## src/rtl/segment_char_sequencer_if.sv

```systemverilog
// segment_char_sequencer_if: pin strobe/char, animator handshake and FIFO status of the character sequencer.
interface segment_char_sequencer_if;
    logic       wr_strobe;
    logic [6:0] wr_char;
    logic       anim_ready;
    logic       char_valid;
    logic [6:0] char_out;
    logic       fifo_full;
    logic       fifo_empty;
    logic       overflow;
    modport master (output wr_strobe, wr_char, anim_ready,
                    input char_valid, char_out, fifo_full, fifo_empty, overflow);
    modport slave (input wr_strobe, wr_char, anim_ready,
                   output char_valid, char_out, fifo_full, fifo_empty, overflow);
endinterface

```

## src/rtl/segment_char_sequencer.sv

```systemverilog
// segment_char_sequencer: FIFO-fed character scheduler holding each character for a dwell of tick60 frames.
// Define SEQ_LOOP_EN to re-offer the last character when the dwell expires with the FIFO empty.
module segment_char_sequencer #(
    parameter int DEPTH       = 4,
    parameter int DWELL_TICKS = 30,
    parameter int SYNC_STAGES = 2
) (
    input logic                     clk,
    input logic                     rst_n,
    input logic                     ena,
    input logic                     tick60,
    segment_char_sequencer_if.slave bus
);
    localparam int AW = $clog2(DEPTH);
    typedef enum logic [2:0] {IDLE, ISSUE, ANIM1, ANIM, DWELL} state_t;
    state_t                 r_state, w_next;
    logic [SYNC_STAGES-1:0] r_sync;
    logic                   r_sync_q;
    logic [6:0]             r_mem [DEPTH];
    logic [AW-1:0]          r_wptr, r_rptr;
    logic [AW:0]            r_count;
    logic [7:0]             r_dwell;
    logic [6:0]             r_char;
    logic                   r_overflow;
    logic                   w_push, w_wr, w_pop, w_full, w_empty, w_dwell_clr, w_dwell_inc;
    assign w_push = ena & r_sync[SYNC_STAGES-1] & ~r_sync_q;
    assign w_full = r_count == (AW+1)'(DEPTH);
    assign w_empty = r_count == '0;
    // A push into a full FIFO still lands when the same cycle pops the head.
    assign w_wr = w_push & (~w_full | w_pop);
    always_ff @(posedge clk or negedge rst_n)
        if (!rst_n) begin
            r_sync     <= '0;
            r_sync_q   <= 1'b0;
            r_wptr     <= '0;
            r_rptr     <= '0;
            r_count    <= '0;
            r_char     <= '0;
            r_overflow <= 1'b0;
            r_dwell    <= '0;
            r_state    <= IDLE;
        end else begin
            r_sync   <= {r_sync[SYNC_STAGES-2:0], bus.wr_strobe};
            r_sync_q <= r_sync[SYNC_STAGES-1];
            if (w_wr) r_wptr <= r_wptr + 1'b1;
            if (w_pop) begin
                r_rptr <= r_rptr + 1'b1;
                r_char <= r_mem[r_rptr];
            end
            r_count <= r_count + (AW+1)'(w_wr) - (AW+1)'(w_pop);
            if (w_push & w_full & ~w_pop) r_overflow <= 1'b1;
            r_dwell <= w_dwell_clr ? 8'd0 : r_dwell + 8'(w_dwell_inc);
            r_state <= w_next;
        end
    always_ff @(posedge clk)
        if (w_wr) r_mem[r_wptr] <= bus.wr_char;
    always_comb begin
        w_next      = r_state;
        w_pop       = 1'b0;
        w_dwell_clr = 1'b0;
        w_dwell_inc = 1'b0;
        if (ena)
            case (r_state)
                IDLE: if (!w_empty) begin
                    w_pop  = 1'b1;
                    w_next = ISSUE;
                end
                ISSUE: if (bus.anim_ready) w_next = ANIM1;
                // The animator still shows ready during the cycle right after accept.
                ANIM1: w_next = ANIM;
                ANIM: if (bus.anim_ready) begin
                    w_next      = DWELL;
                    w_dwell_clr = 1'b1;
                end
                DWELL: if (tick60) begin
                    if (r_dwell == 8'(DWELL_TICKS - 1)) begin
                        w_pop = !w_empty;
`ifdef SEQ_LOOP_EN
                        w_next = ISSUE;
`else
                        w_next = w_empty ? IDLE : ISSUE;
`endif
                    end else w_dwell_inc = 1'b1;
                end
                default: w_next = IDLE;
            endcase
    end
    assign bus.char_valid = ena & (r_state == ISSUE);
    assign bus.char_out   = r_char;
    assign bus.fifo_full  = w_full;
    assign bus.fifo_empty = w_empty;
    assign bus.overflow   = r_overflow;
endmodule

```

## src/flat_wrapper.sv

```systemverilog
// flat-port wrapper written by rule: the top's interface ports become plain ports
module segment_char_sequencer_flat 
#(
    parameter int DEPTH       = 4,
    parameter int DWELL_TICKS = 30,
    parameter int SYNC_STAGES = 2
)
  (clk, rst_n, ena, tick60, bus_wr_strobe, bus_wr_char, bus_anim_ready, bus_char_valid, bus_char_out, bus_fifo_full, bus_fifo_empty, bus_overflow);
  segment_char_sequencer_if bus_i ();
  input logic clk;
  input logic rst_n;
  input logic ena;
  input logic tick60;
  input wire logic [$bits(bus_i.wr_strobe)-1:0] bus_wr_strobe;
  input wire logic [$bits(bus_i.wr_char)-1:0] bus_wr_char;
  input wire logic [$bits(bus_i.anim_ready)-1:0] bus_anim_ready;
  output wire logic [$bits(bus_i.char_valid)-1:0] bus_char_valid;
  output wire logic [$bits(bus_i.char_out)-1:0] bus_char_out;
  output wire logic [$bits(bus_i.fifo_full)-1:0] bus_fifo_full;
  output wire logic [$bits(bus_i.fifo_empty)-1:0] bus_fifo_empty;
  output wire logic [$bits(bus_i.overflow)-1:0] bus_overflow;
  assign bus_i.wr_strobe = bus_wr_strobe;
  assign bus_i.wr_char = bus_wr_char;
  assign bus_i.anim_ready = bus_anim_ready;
  assign bus_char_valid = bus_i.char_valid;
  assign bus_char_out = bus_i.char_out;
  assign bus_fifo_full = bus_i.fifo_full;
  assign bus_fifo_empty = bus_i.fifo_empty;
  assign bus_overflow = bus_i.overflow;
  segment_char_sequencer #(.DEPTH(DEPTH), .DWELL_TICKS(DWELL_TICKS), .SYNC_STAGES(SYNC_STAGES)) u_core (.clk(clk), .rst_n(rst_n), .ena(ena), .tick60(tick60), .bus(bus_i));
endmodule
```

## config.mk

```make
export PLATFORM = sky130hd
export DESIGN_NAME = segment_char_sequencer_flat
export DESIGN_NICKNAME = d
export VERILOG_FILES = /design/src/rtl/segment_char_sequencer_if.sv /design/src/rtl/segment_char_sequencer.sv /design/src/flat_wrapper.sv
export SDC_FILE = /design/constraint.sdc
export NUM_CORES = 1
export LEC_CHECK = 0
export ABC_AREA = 1
export CAP_MARGIN = 0
export CORE_AREA = 2 2 70 72
export CTS_BUF_LIST = sky130_fd_sc_hd__clkbuf_4 sky130_fd_sc_hd__clkbuf_8 sky130_fd_sc_hd__clkbuf_16
export DETAILED_ROUTE_END_ITERATION = 6
export DIE_AREA = 0 0 72 74
export GPL_TIMING_DRIVEN = 0
export PLACE_DENSITY = 0.76
export SLEW_MARGIN = 20
export SYNTH_ARGS = -nofsm -noshare
export SYNTH_HDL_FRONTEND = slang
export SYNTH_SLANG_ARGS = --single-unit
export TNS_END_PERCENT = 1
```

## constraint.sdc

```tcl
create_clock -name clk -period 2.9 [get_ports clk]
set_input_delay 0.58 -clock clk [delete_from_list [all_inputs] [get_ports clk]]
set_output_delay 0.58 -clock clk [all_outputs]
set_load 0.05 [all_outputs]
```

---- Word level (Yosys, flattened, before mapping) ----
Memory sizes are Yosys's and may differ from the RTL's. A register that Yosys moved wholly into a read port is not among the register bits.
Cells that the tools add are included.
cells by class
  reduce and logical (&&, ||, !) cells .... 5
  multiplexer cells ....................... 22
  $add $sub $neg .......................... 5
  bitwise logic cells ..................... 10
  eq/ne operators ......................... 11
operators with widths
  kind                   count
  $mux W3                5
  $pmux W3 S5            1
  $mux W1                14
  $add A8 B1 Y8          1
  $eq A8 B5 Y1 const B   1
  $mux W8                1
  $ne A2 B2 Y1 const B   4
  $and A1 B1 Y1          6
  $eq A3 B2 Y1 const B   2
  $eq A3 B3 Y1 const B   2
  $logic_not A3 Y1       2
  $reduce_and A6 Y1      1
  $add A2 B1 Y2 const B  2
  $add A3 B1 Y3          1
  $eq A3 B1 Y1 const B   1
  $not A1 Y1             3
  $sub A3 B1 Y3          1
  $logic_not A1 Y1       2
  $ne A2 B1 Y1 const B   1
  $pmux W1 S2            1
  $or A1 B1 Y1           1
word-level totals
  memories kept ........................... 1
  flip-flop bits (word level) ............. 22
  bits in writable memories ............... 28
  logic and storage cells ................. 62
  bits of input ports ..................... 13
memory list
  memory        words  width  read ports  clocked after memory_dff  write ports  RTL line                      text
  u_core.r_mem  4      7      1           1                         1            segment_char_sequencer.sv:19  logic [6:0] r_mem [DEPTH];

---- Depth between registers and ports, before layout ----
Gate-level depths: netlist (run 1).
  depth in word-level cells ............... 10
  depth in mapped cells ................... 14
  depth with buffers taken out ............ 13

---- Worst setup path before layout (run 1) ----
No wires, ideal clock.
  path kind ............................... register to register
  from .................................... reg u_core.r_count[1]
  to ...................................... reg u_core.r_count[2]
  clock period less this slack ............ 2,629 ps
  data required time ...................... 2,778 ps
  stages on the path, launching flop included .. 15
  path slack .............................. 271 ps
  path buffers ............................ 1
  arrival time ............................ 2,508 ps
  cell sequence ........................... dfrtp_1 inv_1 nand2_1 nor2_2 nor2_1 o21bai_1 nand2_1 buf_6 clkinv_8 ha_1 inv_1 ha_1 inv_1 fa_1 xor2_1
on the way
  cells in the longest elaborated chain, start to end .. 10
  elaborated cells between the ends (all ways) .. 13
  those cells by class .................... add/sub (2); eq/ne (1); mux (5); bitwise (3); reduce/logical (2)
RTL lines
  element                   RTL line                      text
  start: declaration        segment_char_sequencer.sv:21  logic [AW:0] r_count;
  start signal: assignment  segment_char_sequencer.sv:50  r_count <= r_count + (AW+1)'(w_wr) - (AW+1)'(w_pop);
  $logic_not A3 Y1 *        segment_char_sequencer.sv:28  assign w_empty = r_count == '0;
  named net bus_fifo_empty  flat_wrapper.sv:20            output wire logic [$bits(bus_i.fifo_empty)-1:0] bus_fifo_empty;
  $logic_not A1 Y1          -
  $mux W1                   segment_char_sequencer.sv:76  if (r_dwell == 8'(DWELL_TICKS - 1)) begin
  $mux W1                   segment_char_sequencer.sv:75  DWELL: if (tick60) begin
  $pmux W1 S2 *             segment_char_sequencer.sv:63  case (r_state)
  $mux W1 *                 segment_char_sequencer.sv:62  if (ena)
  named net u_core.w_pop    segment_char_sequencer.sv:25  logic w_push, w_wr, w_pop, w_full, w_empty, w_dwell_clr, w_dwell_inc;
  $or A1 B1 Y1              segment_char_sequencer.sv:30  assign w_wr = w_push & (~w_full | w_pop);
  $and A1 B1 Y1             segment_char_sequencer.sv:30
  $add A3 B1 Y3             segment_char_sequencer.sv:50
  $sub A3 B1 Y3 *           segment_char_sequencer.sv:50
Mark *: on every way through the listed nets, which the timed path passes. The rest lies on a longest branch.
A chain may end at the register's enable or synchronous reset.

---- Worst setup path after layout (run 1) ----
  from .................................... reg u_core.r_count[1]
  to ...................................... out bus_fifo_full
on the way
  cells in the longest elaborated chain, start to end .. 1
RTL lines
  element           RTL line                      text
  $eq A3 B3 Y1      segment_char_sequencer.sv:27  assign w_full = r_count == (AW+1)'(DEPTH);
  end: declaration  flat_wrapper.sv:19            output wire logic [$bits(bus_i.fifo_full)-1:0] bus_fifo_full;
No other way between the ends.

==> results.toml, run 1 <==
[drt]
drc = 0
dr.pass1.iters = 4
drtAntennaViolNets = 0
routed_wirelength_mm = 4.12
wire_per_inst_um = 12.5
first_iter_violations = 83
viasPerCell = 5.04
num_vias = 1657

[cells_and_area]
fin_nets = 292
area_growth_pct = 19.1
n_antenna_cell = 0
drive_gt1_share_pct = 10.9

[power]
peakVddDrop_v = 0.000400
p_leak_nw = 1.28
p_per_area_nw_per_um2 = 1000

[yosys]
yosys.area.top_type = "edfxtp_1"
synth_cells = 236
synth_top_cell_area_share_pct = 34.1
yosysMostFrequentCell = "nand2_1"
yosys_most_used_dff = "dfrtp_1"
synthesis.area_um2 = 2470
synth_common_cells = "nand2_1, dfrtp_1, edfxtp_1, nor2_1, inv_1"
seq_area_frac_synth_pct = 63.5
syn_avg_cell_area_um2 = 10.5
async_reset_ff_share_pct = 50.9
synthesis.nets = 258
synth.distinct_cells = 28
synthTopCellsByArea = "edfxtp_1, dfrtp_1, nand2_1"
ys_ff_latch = 57
yosys_warnings = 0
synth_edf_count = 28

[timing]
fmax_mhz = 393
maxSlewHeadroom_pct = 55.6
worst_pin_slew_ps = 664
worst_slack_ps = 358
hold_violations = 0
rsz0062_at_grt = "false"
period_minus_slack_ps = 2540
fin_tns_setup_ps = 0
skew_ps = 8.40
fin_crit_sh_pct = 87.7
finalSetupViolCount = 0
finalMaxSlewViolations = 0

[setup_path]
cp_max_fo = 3
required_ps = 2320
r2r_slack_ps = 500
cp-start-kind = "flop"
cp.arrival_ps = 1960
endpoint_kind = "output pin"
cp_slowest_cell = "clkdlybuf4s50_1"
critPathKind = "flop to output pin"
crit_chain = "inv_1 -> nand2_1 -> nor2_1 -> clkdlybuf4s50_1"
cp_top_family = "buffers and inverters"
reg2reg_depth = 14
cp.depth = 4
slowest_delay_ps = 840
path_buf_inv = 2

[clocking]
clk_pin_slew_ps = 70
post_cts_buffers = 0
cts_buffers = 9
root_buffer = "clkbuf_8"
clock_latency_ps = 340
holdBufCountCts = 0
clockBufferDepth = 2
cts-htree-levels = 3
cts_tree = "built"
cts_sinks = 57

[place]
gp_congestion = 0.778
dpl.hpwl_mm = 2.78
pre_cts_slack_ps = 97.2
port_buffers = 23

[floorplanning]
core-area_um2 = 4600
dieHeight_um = 74
dieArea_um2 = 5330
rows = 25
start_util_pct = 53.7
ioPinCount = 24
chipWidth_um = 72

[global_routing]
grt_antenna_before_repair = 0
track_usage_pct = 17.9
grt_max_degree = 30
grt_first_pass_wirelength_mm = 6.80
grt_pass1_vias = 1474
grt.overflow.total = 0

[flow_run]
maxCapViolations = 0

[run_status]
outcome = "complete, no violations"

[hold_path]
min_path_type = "input pin to asynchronous set/reset pin"
flip-flops by register name, indices dropped and copies added, names as in the netlist:
register and count:
u_core.r_mem 28, u_core.bus.overflow 1, u_core.r_sync_q 1, u_core.r_dwell 8
u_core.r_wptr 2, u_core.r_sync 2, u_core.r_count 3, u_core.bus.char_out 7
u_core.r_rptr 2, u_core.r_state 3
through the flow:
stage / utilization (%) / cells / cell area [µm²] / hold WS [ps] / total power, mW
global placement: 60.2 / 313 / 2770 / 337 / 2.29
finish: 63.9 / 329 / 2940 / 266 / 2.95
floorplan: - / 236 / 2470 / 284 / 1.99
global route: 63.9 / 329 / 2940 / 299 / 3.16
detailed placement: 60.1 / 313 / 2760 / 342 / 2.31
CTS: 63.9 / 329 / 2940 / 267 / 2.97
where the power goes:
group / internal (mW) / leakage [nW] / switching, mW
sequential: 1.04 / 0.616 / 0.137
clock: 0.339 / 0.0925 / 0.308
combinational: 0.397 / 0.571 / 0.729
total: 1.77 / 1.28 / 1.17
layer usage:
layer,part of all wire [%],global-route usage [%],vias up
met1,48,23.9,752
li1,-,-,854
met2,44,25.0,40
met5,0,0,-
met3,5.1,6.50,11
met4,2.8,11.3,0
layout by cell type (no fill, tap or decap):
master,count
nand2_1,49
dfrtp_1,29
edfxtp_1,28
nor2_1,27
inv_1,26
o21ai_0,21
clkdlybuf4s50_1,21
clkbuf_8,10
nand3_1,9
ha_1,8
o22ai_1,7
a21oi_1,5
nor3_1,4
inv_2,4
buf_2,3
clkinv_2,3
nand2_2,2
xor2_1,2
nor4_1,1
nor3b_1,1
nor2_2,1
nor2_4,1
o21bai_1,1
buf_6,1
clkinv_8,1
o22a_1,1
nand4_1,1
o21ai_1,1
o21bai_2,1
a22oi_1,1
fa_1,1
clkbuf_4,1
clkinv_4,1
clkinvlp_4,1
dlymetal6s2s_1,1
final cells by class:
type / count / area, µm²
plain buffers: 3 / 21.3
clock inverters: 5 / 31.3
well taps: 54 / 67.6
flip-flops and latches: 57 / 1570
repair buffers: 23 / 228
clock buffers: 11 / 145
fillers: 376 / 1660
multi-input cells: 145 / 752
inverters: 31 / 129
logic make-up (layout without fill, tap and decap cells):
family | count (synthesis) | in the layout | synth area share [%]
buffers and inverters | 34 | 73 | 6.08
AOI/OAI and AO/OA | 38 | 38 | 8.67
and+or+nand+nor | 96 | 96 | 16.2
DFF | 57 | 57 | 63.5
adders and majority gates | 9 | 9 | 4.87
xor gates and xnor gates | 2 | 2 | 0.710
final timing paths:
check / end / start
max: bus_fifo_full / u_core.r_count[1]$_DFF_PN0_
max reg2reg: u_core.r_count[2]$_DFF_PN0_ / u_core.r_count[1]$_DFF_PN0_
min in group clk: u_core.r_sync[1]$_DFF_PN0_ / u_core.r_sync[0]$_DFF_PN0_
min: u_core.bus.char_out[2]$_DFFE_PN0P_ / rst_n
max in group asynchronous: u_core.r_wptr[0]$_DFFE_PN0P_ / rst_n
min reg2reg: u_core.r_sync[1]$_DFF_PN0_ / u_core.r_sync[0]$_DFF_PN0_
repair_timing:
action | 4_1_cts | 5_1_grt
endpoints found under the setup margin | 0 | 1
gates resized for setup | 0 | 1
hold endpoints to repair | 0 | 0
No activity file was read; power rests on OpenSTA's default activity.
==> inputs of run 2 (changes only) <==
--- a/config.mk
+++ b/config.mk
@@ -8,7 +8,6 @@
 export ABC_AREA = 1
 export CAP_MARGIN = 0
 export CORE_AREA = 2 2 70 72
-export CTS_BUF_LIST = sky130_fd_sc_hd__clkbuf_4 sky130_fd_sc_hd__clkbuf_8 sky130_fd_sc_hd__clkbuf_16
 export DETAILED_ROUTE_END_ITERATION = 6
 export DIE_AREA = 0 0 72 74
 export GPL_TIMING_DRIVEN = 0
==> results.toml, run 2 (synthesis gave the netlist of run 1 again) <==
[timing]
maxSlewHeadroom_pct = 55.3
whs_ps = 269
fin_crit_sh_pct = 87.7
skew_ps = 7.71
finalMaxSlewViolations = 0
rsz0062_at_grt = "false"
finalSetupViolCount = 0
period_minus_slack_ps = 2540
fin_tns_setup_ps = 0
hold_violations = 0
fmax_mhz = 393
worst_pin_slew_ps = 667

[cells_and_area]
drive_gt1_share_pct = 10.5
area_growth_pct = 19.0
n_antenna_cell = 0
finalInstanceArea_um2 = 2940
fin_nets = 292
top_register = "u_core.r_mem"
n_fill_cell = 372
final_common_cell = "nand2_1"
largest_reg_flops = 28
utilization_pct = 63.9
final_cell_mix = "nand2_1, dfrtp_1, edfxtp_1, nor2_1, inv_1"

[clocking]
cts-htree-levels = 3
cts_tree = "built"
clk_pin_slew_ps = 60
holdBufCountCts = 0
cts_buffers = 9
root_buffer = "clkbuf_8"
clockBufferDepth = 2
post_cts_buffers = 0
cts_sinks = 57
clock_latency_ps = 340

[global_routing]
track_usage_pct = 17.9
grt_pass1_vias = 1482
grt_first_pass_wirelength_mm = 6.81
grt_antenna_before_repair = 0
grt_max_degree = 30
grt.overflow.total = 0

[setup_path]
cp_top_family = "buffers and inverters"
path_buf_inv = 2
cp.arrival_ps = 1960
cp_max_fo = 3
critPathKind = "flop to output pin"
endpoint_kind = "output pin"
slowest_delay_ps = 840
required_ps = 2320
cp-start-kind = "flop"
cp_slowest_cell = "clkdlybuf4s50_1"
crit_chain = "inv_1 -> nand2_1 -> nor2_1 -> clkdlybuf4s50_1"
r2r_slack_ps = 500

[floorplanning]
rows = 25
chipWidth_um = 72
core-area_um2 = 4600
dieHeight_um = 74
start_util_pct = 53.7
ioPinCount = 24
dieArea_um2 = 5330

[place]
port_buffers = 23
placed_cell_area_um2 = 2760
dpl.hpwl_mm = 2.78
gp_congestion = 0.778

[power]
p_per_area_nw_per_um2 = 1000
p_leak_nw = 1.28
finalPower_mw = 2.94
p_int_mw = 1.76
power_frac_seq_pct = 39.9
p_sw_share_pct = 40.0
comb_power_share_pct = 38.4
peakVddDrop_v = 0.000393
clkPwrFrac_pct = 21.7
p_sw_mw = 1.17

[drt]
drc = 0
viasPerCell = 5.07
drtAntennaViolNets = 0
routed_wirelength_mm = 4.11
dr.pass1.iters = 4
num_vias = 1667
first_iter_violations = 98
wire_per_inst_um = 12.5

[run_status]
outcome = "complete, no violations"

[hold_path]
min_path_type = "input pin to asynchronous set/reset pin"

[flow_run]
maxCapViolations = 0
[run 2: changes by cell type in the layout (fill, tap and decap cells not counted)]
| cell | change |
|---|---|
| clkbuf_4 | -1 |
| clkbuf_1 | +1 |
[run 2: what timing repair did]
item | CTS | global route
hold endpoints to repair | 0 | 0
resized for setup | 0 | 1
endpoints found under the setup margin | 0 | 1
[run 2: through the flow]
step / instances / worst slack, ps
final: 329 / 356
after global routing: 329 / 301
after CTS: 329 / 93.1
after detailed placement: 313 / 97.2
after global placement: 313 / 93.7
after floorplan: 236 / 271
[run 2: layer usage]
layer / share of wire [%] / wire [µm] / vias to the layer above / global-route usage (%)
met5: 0 / 0 / - / 0
met4: 2.6 / 108 / 0 / 11.3
met3: 4.3 / 176 / 13 / 6.50
met2: 44 / 1820 / 35 / 25.2
met1: 49 / 2010 / 764 / 23.8
li1: - / - / 855 / -
[run 2: power groups by stage]
stage / clock network, mW / registers, mW / logic (mW)
finish: 0.637 / 1.17 / 1.13
global route: 0.695 / 1.20 / 1.26
floorplan: 0 / 1.34 / 0.654
detailed placement: 0 / 1.19 / 1.13
CTS: 0.659 / 1.17 / 1.13
global placement: 0 / 1.18 / 1.11
[run 2: cell type report]
cell class / instances / area [µm²] / share of cell area, %
tap: 54 / 67.6 / 2.30
clock buffer: 11 / 141 / 4.81
multi-input combinational: 145 / 752 / 25.6
timing repair buffer: 23 / 228 / 7.75
inverter: 31 / 129 / 4.39
sequential: 57 / 1570 / 53.3
buffer: 3 / 21.3 / 0.724
clock inverter: 5 / 31.3 / 1.07
[run 2: worst reg2reg max path, stage by stage (launching register included)]
cell	delay [ps]
dfrtp_1	420
inv_1	110
nand2_1	60
nor2_2	100
nor2_1	50
o21bai_1	140
nand2_1	100
buf_6	170
clkinv_8	80
ha_1	280
inv_1	50
ha_1	130
inv_1	50
fa_1	370
xor2_1	170
[run 2: final timing paths]
| kind | cells after the start | endpoint | from |
|---|---|---|---|
| min in group clk | 0 | u_core.r_sync[1]$_DFF_PN0_ | u_core.r_sync[0]$_DFF_PN0_ |
| setup reg to reg | 14 | u_core.r_count[2]$_DFF_PN0_ | u_core.r_count[1]$_DFF_PN0_ |
| max in group asynchronous | 1 | u_core.r_wptr[0]$_DFFE_PN0P_ | rst_n |
| setup / recovery | 4 | bus_fifo_full | u_core.r_count[1]$_DFF_PN0_ |
| hold reg to reg | 0 | u_core.r_sync[1]$_DFF_PN0_ | u_core.r_sync[0]$_DFF_PN0_ |
| hold / removal | 1 | u_core.r_state[0]$_DFFE_PN0P_ | rst_n |
